**src/rtl/cpu_io_pkg.sv**
```systemverilog
// Shared types and CPU-facing defaults for the output drain path.
package cpu_io_pkg;
   localparam int CPU_DATA_WIDTH  = 16;
   localparam int CPU_VECTOR_SIZE = 6;

   typedef enum logic {IDLE, SEND} drain_state_t;
endpackage

```
**src/rtl/vector_fifo.sv**
```systemverilog
// Synchronous FIFO with head read straight out of the storage array.
module vector_fifo #(
   parameter  int WIDTH = 96,
   parameter  int DEPTH = 4,
   localparam int AW    = $clog2(DEPTH)
) (
   input  logic             clock,
   input  logic             reset,
   input  logic             push,
   input  logic             pop,
   input  logic [WIDTH-1:0] wdata,
   output logic [WIDTH-1:0] rdata,
   output logic             full,
   output logic             empty,
   output logic [AW:0]      count
);
   logic [WIDTH-1:0] mem [DEPTH];
   logic [AW:0]      wr_ptr, rd_ptr;

   // Pointers carry one extra wrap bit so full and empty are distinguishable.
   always_ff @(posedge clock or posedge reset) begin
      if (reset) begin
         wr_ptr <= '0;
         rd_ptr <= '0;
      end else begin
         if (push) wr_ptr <= wr_ptr + (AW+1)'(1);
         if (pop)  rd_ptr <= rd_ptr + (AW+1)'(1);
      end
   end

   always_ff @(posedge clock) begin
      if (push) mem[wr_ptr[AW-1:0]] <= wdata;
   end

   assign count = wr_ptr - rd_ptr;
   assign full  = (count == (AW+1)'(DEPTH));
   assign empty = (count == '0);
   assign rdata = mem[rd_ptr[AW-1:0]];
endmodule

```
**src/rtl/vector_out_drain.sv**
```systemverilog
// Buffers CPU output vectors and streams them lane by lane to a slow sink.
module vector_out_drain
   import cpu_io_pkg::*;
#(
   parameter int DATA_WIDTH  = CPU_DATA_WIDTH,
   parameter int VECTOR_SIZE = CPU_VECTOR_SIZE,
   parameter int FIFO_DEPTH  = 4,
   parameter int IDX_WIDTH   = $clog2(VECTOR_SIZE)
) (
   input  logic                              clock,
   input  logic                              reset,
   input  logic [VECTOR_SIZE*DATA_WIDTH-1:0] vectorIn,
   input  logic                              vectorValid,
   output logic [DATA_WIDTH-1:0]             elementData,
   output logic [IDX_WIDTH-1:0]              elementIndex,
   output logic                              elementLast,
   output logic                              elementValid,
   input  logic                              elementReady,
   output logic [$clog2(FIFO_DEPTH):0]       fifoCount,
   output logic                              overflow
);
   localparam int VW = VECTOR_SIZE*DATA_WIDTH;
   localparam logic [IDX_WIDTH-1:0] LAST = IDX_WIDTH'(VECTOR_SIZE-1);

   drain_state_t  state;
   logic [VW-1:0] shreg, head;
   logic          full, empty, xfer, pop, push;

   assign xfer = elementValid && elementReady;
   // Refill on the last-lane transfer keeps back-to-back vectors bubble-free.
   assign pop  = !empty && ((state == IDLE) || (xfer && elementLast));
   assign push = vectorValid && (!full || pop);

   vector_fifo #(.WIDTH(VW), .DEPTH(FIFO_DEPTH)) u_fifo (
      .clock (clock),
      .reset (reset),
      .push  (push),
      .pop   (pop),
      .wdata (vectorIn),
      .rdata (head),
      .full  (full),
      .empty (empty),
      .count (fifoCount)
   );

   assign elementData = shreg[DATA_WIDTH-1:0];

   always_ff @(posedge clock or posedge reset) begin
      if (reset) begin
         state        <= IDLE;
         shreg        <= '0;
         elementIndex <= '0;
         elementLast  <= 1'b0;
         elementValid <= 1'b0;
         overflow     <= 1'b0;
      end else begin
         if (vectorValid && !push) overflow <= 1'b1;
         case (state)
            IDLE: begin
               if (pop) begin
                  shreg        <= head;
                  elementIndex <= '0;
                  elementLast  <= (LAST == '0);
                  elementValid <= 1'b1;
                  state        <= SEND;
               end
            end
            SEND: begin
               if (xfer) begin
                  if (!elementLast) begin
                     shreg        <= shreg >> DATA_WIDTH;
                     elementIndex <= elementIndex + IDX_WIDTH'(1);
                     elementLast  <= (elementIndex + IDX_WIDTH'(1) == LAST);
                  end else if (pop) begin
                     shreg        <= head;
                     elementIndex <= '0;
                     elementLast  <= (LAST == '0);
                  end else begin
                     shreg        <= '0;
                     elementIndex <= '0;
                     elementLast  <= 1'b0;
                     elementValid <= 1'b0;
                     state        <= IDLE;
                  end
               end
            end
            default: state <= IDLE;
         endcase
      end
   end
endmodule

```
**config.mk**
```make
export PLATFORM = sky130hd
export DESIGN_NAME = vector_out_drain
export DESIGN_NICKNAME = d
export VERILOG_FILES = /design/src/rtl/cpu_io_pkg.sv /design/src/rtl/vector_fifo.sv /design/src/rtl/vector_out_drain.sv
export SDC_FILE = /design/constraint.sdc
export NUM_CORES = 1
export LEC_CHECK = 0
export ABC_AREA = 1
export ABC_CLOCK_PERIOD_IN_PS = 6900
export CORE_MARGIN = 1.5
export CORE_UTILIZATION = 55
export CTS_CLUSTER_SIZE = 40
export DETAILED_ROUTE_END_ITERATION = 8
export GPL_TIMING_DRIVEN = 0
export PLACE_DENSITY = 0.75
export SLEW_MARGIN = 20
export SYNTH_ARGS = -nofsm -noshare
export SYNTH_HDL_FRONTEND = slang
export SYNTH_SLANG_ARGS = --single-unit
export TNS_END_PERCENT = 20
```
**constraint.sdc**
```tcl
create_clock -name clock -period 6.9 [get_ports clock]
set_input_delay 1.035 -clock clock [delete_from_list [all_inputs] [get_ports clock]]
set_output_delay 1.035 -clock clock [all_outputs]
set_load 0.02 [all_outputs]
```
# Word level (Yosys, flattened, before mapping)
# Memories as Yosys holds them, arrays and structs flattened.
# Index checks and enable logic that the tools add are counted.
dict set report totals {
  in_bits 100
  mem_count 1
  wordCells 57
  out_inout_bits 25
  reg_bits 109
  ramBits 384
}
dict set report classes {
  n_mux 24
  add_sub_neg 4
  n_eq_ne 6
  bitwise 1
  n_reduce_logical 13
}
# name words width rd rd_clocked_by_memory_dff write_ports line_no
set memory_table {}
lappend memory_table {u_fifo.mem 4 96 1 0 1 vector_fifo.sv:17} ;# logic [WIDTH-1:0] mem [DEPTH];
# cell count
set op_table {}
lappend op_table {{two-way mux 96 bit} 4}
lappend op_table {{one-hot mux 96 bit (2 select lines)} 1}
lappend op_table {{two-way mux 1 bit} 12}
lappend op_table {{adder 3 x 1 -> 3 bit, second input constant} 3}
lappend op_table {{two-way mux 3 bit} 3}
lappend op_table {{equality test 3 bit, second input constant} 2}
lappend op_table {{inequality test 2 bit, second input constant} 3}
lappend op_table {{one-hot mux 1 bit (2 select lines)} 3}
lappend op_table {{one-hot mux 3 bit (2 select lines)} 1}
lappend op_table {{logical AND 1 bit} 5}
lappend op_table {{AND reduction 4 bit} 1}
lappend op_table {{zero test 1 bit} 3}
lappend op_table {{zero test 3 bit} 1}
lappend op_table {{subtractor 3 bit} 1}
lappend op_table {{logical OR 1 bit} 2}
lappend op_table {{inequality test 2 x 1 -> 1 bit, second input constant} 1}
lappend op_table {{AND reduction 2 bit} 1}
lappend op_table {{inverter 1 bit} 1}

# Longest topological paths before layout
dict set report depth {
  depth_word 8
  mapped_depth 11
  mapped_depth_nobuf 10
}

# Hierarchy
# Synthesis repeated with hierarchy kept, for this count alone.
dict set report hier_totals {
  cells_unflattened 1876
  hier_area_um2 20659.8
}
# mod area_per_inst_um2 cells_per_inst instances
set modules_own_cells {}
lappend modules_own_cells {vector_fifo 15563.7 1173 1}
lappend modules_own_cells {vector_out_drain 5096.1 703 1}

# Worst setup path after synthesis
# No wires, ideal clock.
dict set report synth_path {
  path_kind {register -> register}
  from {reg u_fifo.rd_ptr[0]}
  to {mem u_fifo.mem[3][0], enable pin}
  path_slack_ps 698
  n_path_buf 0
  stages_incl_launch_ff 8
  synth_period_minus_slack_ps 6202
  setup_time_ps 555
  required_ps 6345
  arrival_ps 5647
  path_cell_list {dfrtp_1 > ha_1 > fa_1 > nand3_1 > nand2_1 > nand2_1 > nand2_1 > nor2_1}
}
dict set report synth_via {
  elab_chain_len 8
}
# item line_no
set synth_rtl {}
lappend synth_rtl {{start, declared} vector_fifo.sv:18} ;# logic [AW:0] wr_ptr, rd_ptr;
lappend synth_rtl {{start signal, assigned} vector_fifo.sv:27} ;# if (pop) rd_ptr <= rd_ptr + (AW+1)'(1);
lappend synth_rtl {{subtractor 3 bit *} vector_fifo.sv:35} ;# assign count = wr_ptr - rd_ptr;
lappend synth_rtl {{named net fifoCount[2]} vector_out_drain.sv:19} ;# output logic [$clog2(FIFO_DEPTH):0] fifoCount,
lappend synth_rtl {{zero test 3 bit} vector_fifo.sv:37} ;# assign empty = (count == '0);
lappend synth_rtl {{zero test 1 bit} vector_out_drain.sv:31} ;# assign pop = !empty && ((state == IDLE) || (xfer && elementLast));
lappend synth_rtl {{logical AND 1 bit} vector_out_drain.sv:31}
lappend synth_rtl {{logical OR 1 bit *} vector_out_drain.sv:32} ;# assign push = vectorValid && (!full || pop);
lappend synth_rtl {{logical AND 1 bit *} vector_out_drain.sv:32}
lappend synth_rtl {{two-way mux 1 bit *} vector_fifo.sv:32} ;# if (push) mem[wr_ptr[AW-1:0]] <= wdata;
lappend synth_rtl {{two-way mux 1 bit (not written as such) *} vector_fifo.sv:32}
lappend synth_rtl {{end, declared} vector_fifo.sv:17}
# Mark *: on every way through the listed nets, which the timed path passes. The rest lies on a longest branch.

# Worst setup path in the final report
dict set report layout_path {
  from {reg u_fifo.rd_ptr[0]}
  to {out fifoCount[2]}
}
dict set report layout_via {
  elab_chain_len 1
}
# item line_no
set layout_rtl {}
lappend layout_rtl {{subtractor 3 bit} vector_fifo.sv:35}
lappend layout_rtl {{end, declared} vector_out_drain.sv:19}
# No other way between the ends.

==> out/results.tsv <==
stage	metric	value	unit
final_layout	n_diodes	0	
placed_design	IO buf count	124	
worst_setup_path	maximum fanout along the worst path	6	
placed_design	GPL Wtd Cong	0.8571	
grt	first-pass GRT wire length	74070	µm
die	Die H	193.4	µm
power	Lkg Pwr	8.658	nW
status	outcome	finished, violations left	
sta	Max Freq	268.3	MHz
synthesis	post-synthesis register bit count	493	
clock_tree	cts repair resizes	0	
final_layout	synthesis-to-finish area growth	19.36	%
route	Post-Route WL	48260	µm
synthesis	Yosys Warn Count	0	
power	PwrDens	461.3	nW/µm²
die	Initial Util	55.90	%
sta	min Tclk post-route	3.728	ns
synthesis	Avg Synthesized Cell Area	11.93	µm²
clock_tree	CTS root buffer	clkbuf_16	
die	core area	35660	µm²
worst_setup_path	CP arrival	2.69	ns
power	final total power	10.98	mW
sta	Slew @ Worst Pin	0.7936	ns
die	FP Rows	69	
sta	worst hold slack	0.4828	ns
sta	setup slack after layout	3.172	ns
final_layout	fin area	23790	µm²
final_layout	commonest non-fill, non-tap cells in the layout	edfxtp_1 (384), nor2_1 (324), a21oi_1 (178), o21ai_0 (162), nand2_1 (141)	
placed_design	placed inst area	22220	µm²
route	drt wl/cell	20.42	µm
sta	final setup fails	0	
die	Chip Width	193.4	µm
placed_design	DP HPWL	31760	µm
final_layout	fill cell count	2549	
route	post-route ant nets	0	
route	Remaining DRCs	9	
clock_tree	Clock transition at path regs	0.06	ns
worst_setup_path	CP endpoint kind	output port	
route	vias per std cell	5.781	
route	met1 WL	19980	µm
synthesis	Synth cell types	30	
route	met3 wire length	4029	µm
power	peak supply drop	0.2488	mV
clock_tree	H-tree lvl count	2	
synthesis	mapped cell area	19930	µm²
clock_tree	CTS sink cnt	493	
final_layout	multi-input logic area	4573	µm²
clock_tree	cts bufs inserted	48	
sta	Hold Fails Final Rpt	0	
grt	all-layer global routing usage	25.75	%
route	drt first pass iters	7	
grt	vias in the first global route	13480	
sta	Worst Clk Skew	0.02492	ns
synthesis	cell taking the most area after synthesis	edfxtp_1	
hold_path	min-delay worst type	reg -> reg	
route	via count	13660	
job	max-cap violations	0	
placed_design	dpl ws	2.964	ns
sta	relative slew slack	46.97	%
clock_tree	clock tree buffer depth	3	
die	die area	37390	µm²
sta	Fin Setup TNS	0	ns
clock_tree	CTS Hold Bufs	0	
worst_setup_path	startpoint types	flip-flop	
sta	Tcrit/Tclk final	54.03	%
route	initial DRC count	1380	
status	failing checks	DRC	
route	WL met2	23010	µm
synthesis	share of the synthesized area in the top cell type	57.85	%
final_layout	Net count, final	1973	
grt	grt ovf	0	
synthesis	main area contributors after synthesis	edfxtp_1 (58%), dfrtp_1 (14%), nor2_1 (6.2%), a21oi_1 (4.5%), o21ai_0 (4.1%)	
final_layout	Reg area	14260	µm²
sta	Slew Limit Fails	0	
synthesis	syn nets	1780	
clock_tree	Post-CTS Setup Inserts	0	
worst_setup_path	internal reg-to-reg setup slack	3.47	ns
final_layout	layout cell share with drive strength beyond 1	9.989	%
sta	RSZ-0062 raised after global routing	false	
clock_tree	CTS tree	built	
die	I/O pin count	125	
grt	initial antenna violation count	0	
worst_setup_path	WP data required	5.86	ns
worst_setup_path	kind of critical path	reg -> out	
grt	largest net degree at the start of global routing	63	
synthesis	Seq/Total Area, Yosys	71.54	%
route	uppermost layer routed	met4	
final_layout	commonest non-fill, non-tap cell in the layout	edfxtp_1	
clock_tree	later-pin clock latency in the skew report	0.57	ns
synthesis	Syn Inst Count	1671	
-- flip-flops by register name (all words and copies together), names as in the netlist --
name,cells
u_fifo.mem,384
elementValid,1
elementLast,1
state,1
u_fifo.rd_ptr,3
elementIndex,3
overflow,1
u_fifo.wr_ptr,3
shreg,96
-- where the power goes --
part / total (mW) / leakage [nW] / internal, mW / switching (mW)
clock: 2.61 / 0.755 / 1.53 / 1.08
combinational: 3.97 / 3.11 / 1.41 / 2.57
sequential: 4.40 / 4.79 / 4.10 / 0.295
-- logic make-up after synthesis --
kind of cell	Yosys count	synth area share, %
buffers and inverters	227	5.669
DFF	493	71.54
adders and majority gates	9	0.6027
xor gates and xnor gates	5	0.2197
and+or+nand+nor	481	9.196
AOI/OAI and AO/OA	456	12.77
-- metrics by stage --
stage / instances / utilization, %
3_3_place_gp: 2256 / 61.00
4_1_cts: 2363 / 66.72
2_1_floorplan: 1671 / -
6_report: 2363 / 66.72
3_5_place_dp: 2275 / 62.32
5_1_grt: 2363 / 66.72
-- layer usage --
metal  global-route usage, %  vias to the layer above
met3                   4.637                       99
met2                   41.55                      614
met5                       0                        -
met4                   8.457                        0
li1                        -                     6247
met1                   35.83                     6701
-- worst max-delay path, cell delays in order, from the launching register on --
cell	delay [ns]
dfrtp_1	0.56
ha_1	0.30
fa_1	0.39
inv_1	0.08
nand2_2	0.07
nand2_1	0.12
clkdlybuf4s50_1	0.62
-- area by class of cell --
type,instances,area share [%]
Tap cell,461,2.425
Clock inverter,17,0.8415
Sequential cell,493,59.93
Clock buffer,71,5.759
Buffer,125,3.129
Inverter,102,1.641
Timing Repair Buffer,143,7.047
Multi-Input combinational cell,951,19.22
-- path summary, 6_finish.rpt --
kind                                      to        startpoint  depth (start not counted)
setup / recovery                fifoCount[2]  u_fifo.rd_ptr[0]                          6
hold / removal                      overflow          overflow                          1
setup reg to reg           u_fifo.mem[3][36]  u_fifo.rd_ptr[0]                         10
hold reg to reg                     overflow          overflow                          1
max in group asynchronous          shreg[61]             reset                          3
min in group asynchronous          shreg[12]             reset                          2
-- cell usage after synthesis, drive strengths merged --
cell type  instances
or2                1
nand4              1
o31ai              1
a32o              16
ha                 8
dfrtp            109
nor2             328
nand2            145
clkbuf            38
xnor2              1
fa                 1
nand3              6
edfxtp           384
inv              102
o22ai             97
a21oi            178
buf               87
xor2               4
a31o               1
o21ai            163
(Power assumes the default switching activity.)
==> edit (same flow settings) <==
The package constant `CPU_DATA_WIDTH` goes from 16 to 32.
--- a/src/rtl/cpu_io_pkg.sv
+++ b/src/rtl/cpu_io_pkg.sv
@@ -1,5 +1,5 @@
 // Shared types and CPU-facing defaults for the output drain path.
 package cpu_io_pkg;
-   localparam int CPU_DATA_WIDTH  = 16;
+   localparam int CPU_DATA_WIDTH  = 32;
    localparam int CPU_VECTOR_SIZE = 6;
 
Ports: changed (resized elementData and vectorIn); port bits go from 125 to 237. The function was not compared with the original's and may differ.
==> edit against the original RTL <==
Sequential cell count up 480; synthesized area up 95%; routed wire length grew 110%; total power is 98% higher; setup slack got worse by 0.46 ns; sequential power grew 97%; cell area increased by 96%; combinational power up 97%; die area increased by 94%; critical path depth up 9; sequential share of layout area is 0.55 points higher; largest cell class unchanged.
==> edit: results (changes against the original RTL) <==
complex-gate fraction of the synthesized area=0.0946 (-0.0331); Clock Network Area Fraction=0.0677 (+0.00167); count of non-CTS inverters in the layout=22 (-78%); met1 global-route usage=0.377 (+0.0192); sequential power=8690 uW (+97%); H-tree depth=3 (+1); Crit-path slowest cell=nor2_4; flip-flop count of the largest register after layout=768 (+100%); Placed Cells=4499 (+98%); initial DRC count=3204 (+130%); met3 routed WL=8.49 mm (+110%); pre-CTS setup slack=2.23 ns (-0.738 ns); diode count=4 (+4); Detail Route met2 WL=50.0 mm (+120%); Synth Net Count=3488 (+96%); Num CTS Buffers=95 (+98%); comb_multi_in=2051 (+120%); switching fraction of total power=0.363 (+0.00337); EDFF count, synth=768 (+100%); non-clk buf share=0.0978 (-0.00397); status=finished clean; initial antenna violation count=2 (+2); first-pass GRT wire length=151 mm (+100%); Synth top cells by count=nor2_1 (969), edfxtp_1 (768), nand2_1 (437); power share of the combinational group=0.360 (-0.002); number of synthesized register bits=973 (+97%); # port buffers=236 (+90%); dpl cell area=43400 sq um (+96%); Seq/total area=0.605 (+0.00554); Clk Latency, worst-skew pair=0.65 ns (+0.08 ns); slowest cell delay on critical path=0.56 ns (-0.06 ns)
==> edit: cell types whose count changed in the layout (fill, tap and decap cells not counted), sizes merged, moves of 97 or more <==
cell,unedited run,this run
edfxtp,384,768
o22a,0,160
o22ai,97,0
nor2,328,969
clkbuf,109,233
o21ai,163,355
nand2,145,442
a21oi,178,34
clkdlybuf4s50,124,236
==> edit: worst paths after layout <==
path / endpoint / start / slack [ns]
max reg2reg: u_fifo.mem[2][93]$_DFFE_PP_ / u_fifo.wr_ptr[0]$_DFFE_PP0P_ / 2.72
min: overflow$_DFFE_PP0P_ / overflow$_DFFE_PP0P_ / 0.48
max: u_fifo.mem[2][93]$_DFFE_PP_ / u_fifo.wr_ptr[0]$_DFFE_PP0P_ / 2.72
min in group asynchronous: shreg[30]$_DFFE_PP0P_ / reset / 0.94
max in group asynchronous: u_fifo.wr_ptr[2]$_DFFE_PP0P_ / reset / 4.98
min reg2reg: overflow$_DFFE_PP0P_ / overflow$_DFFE_PP0P_ / 0.48
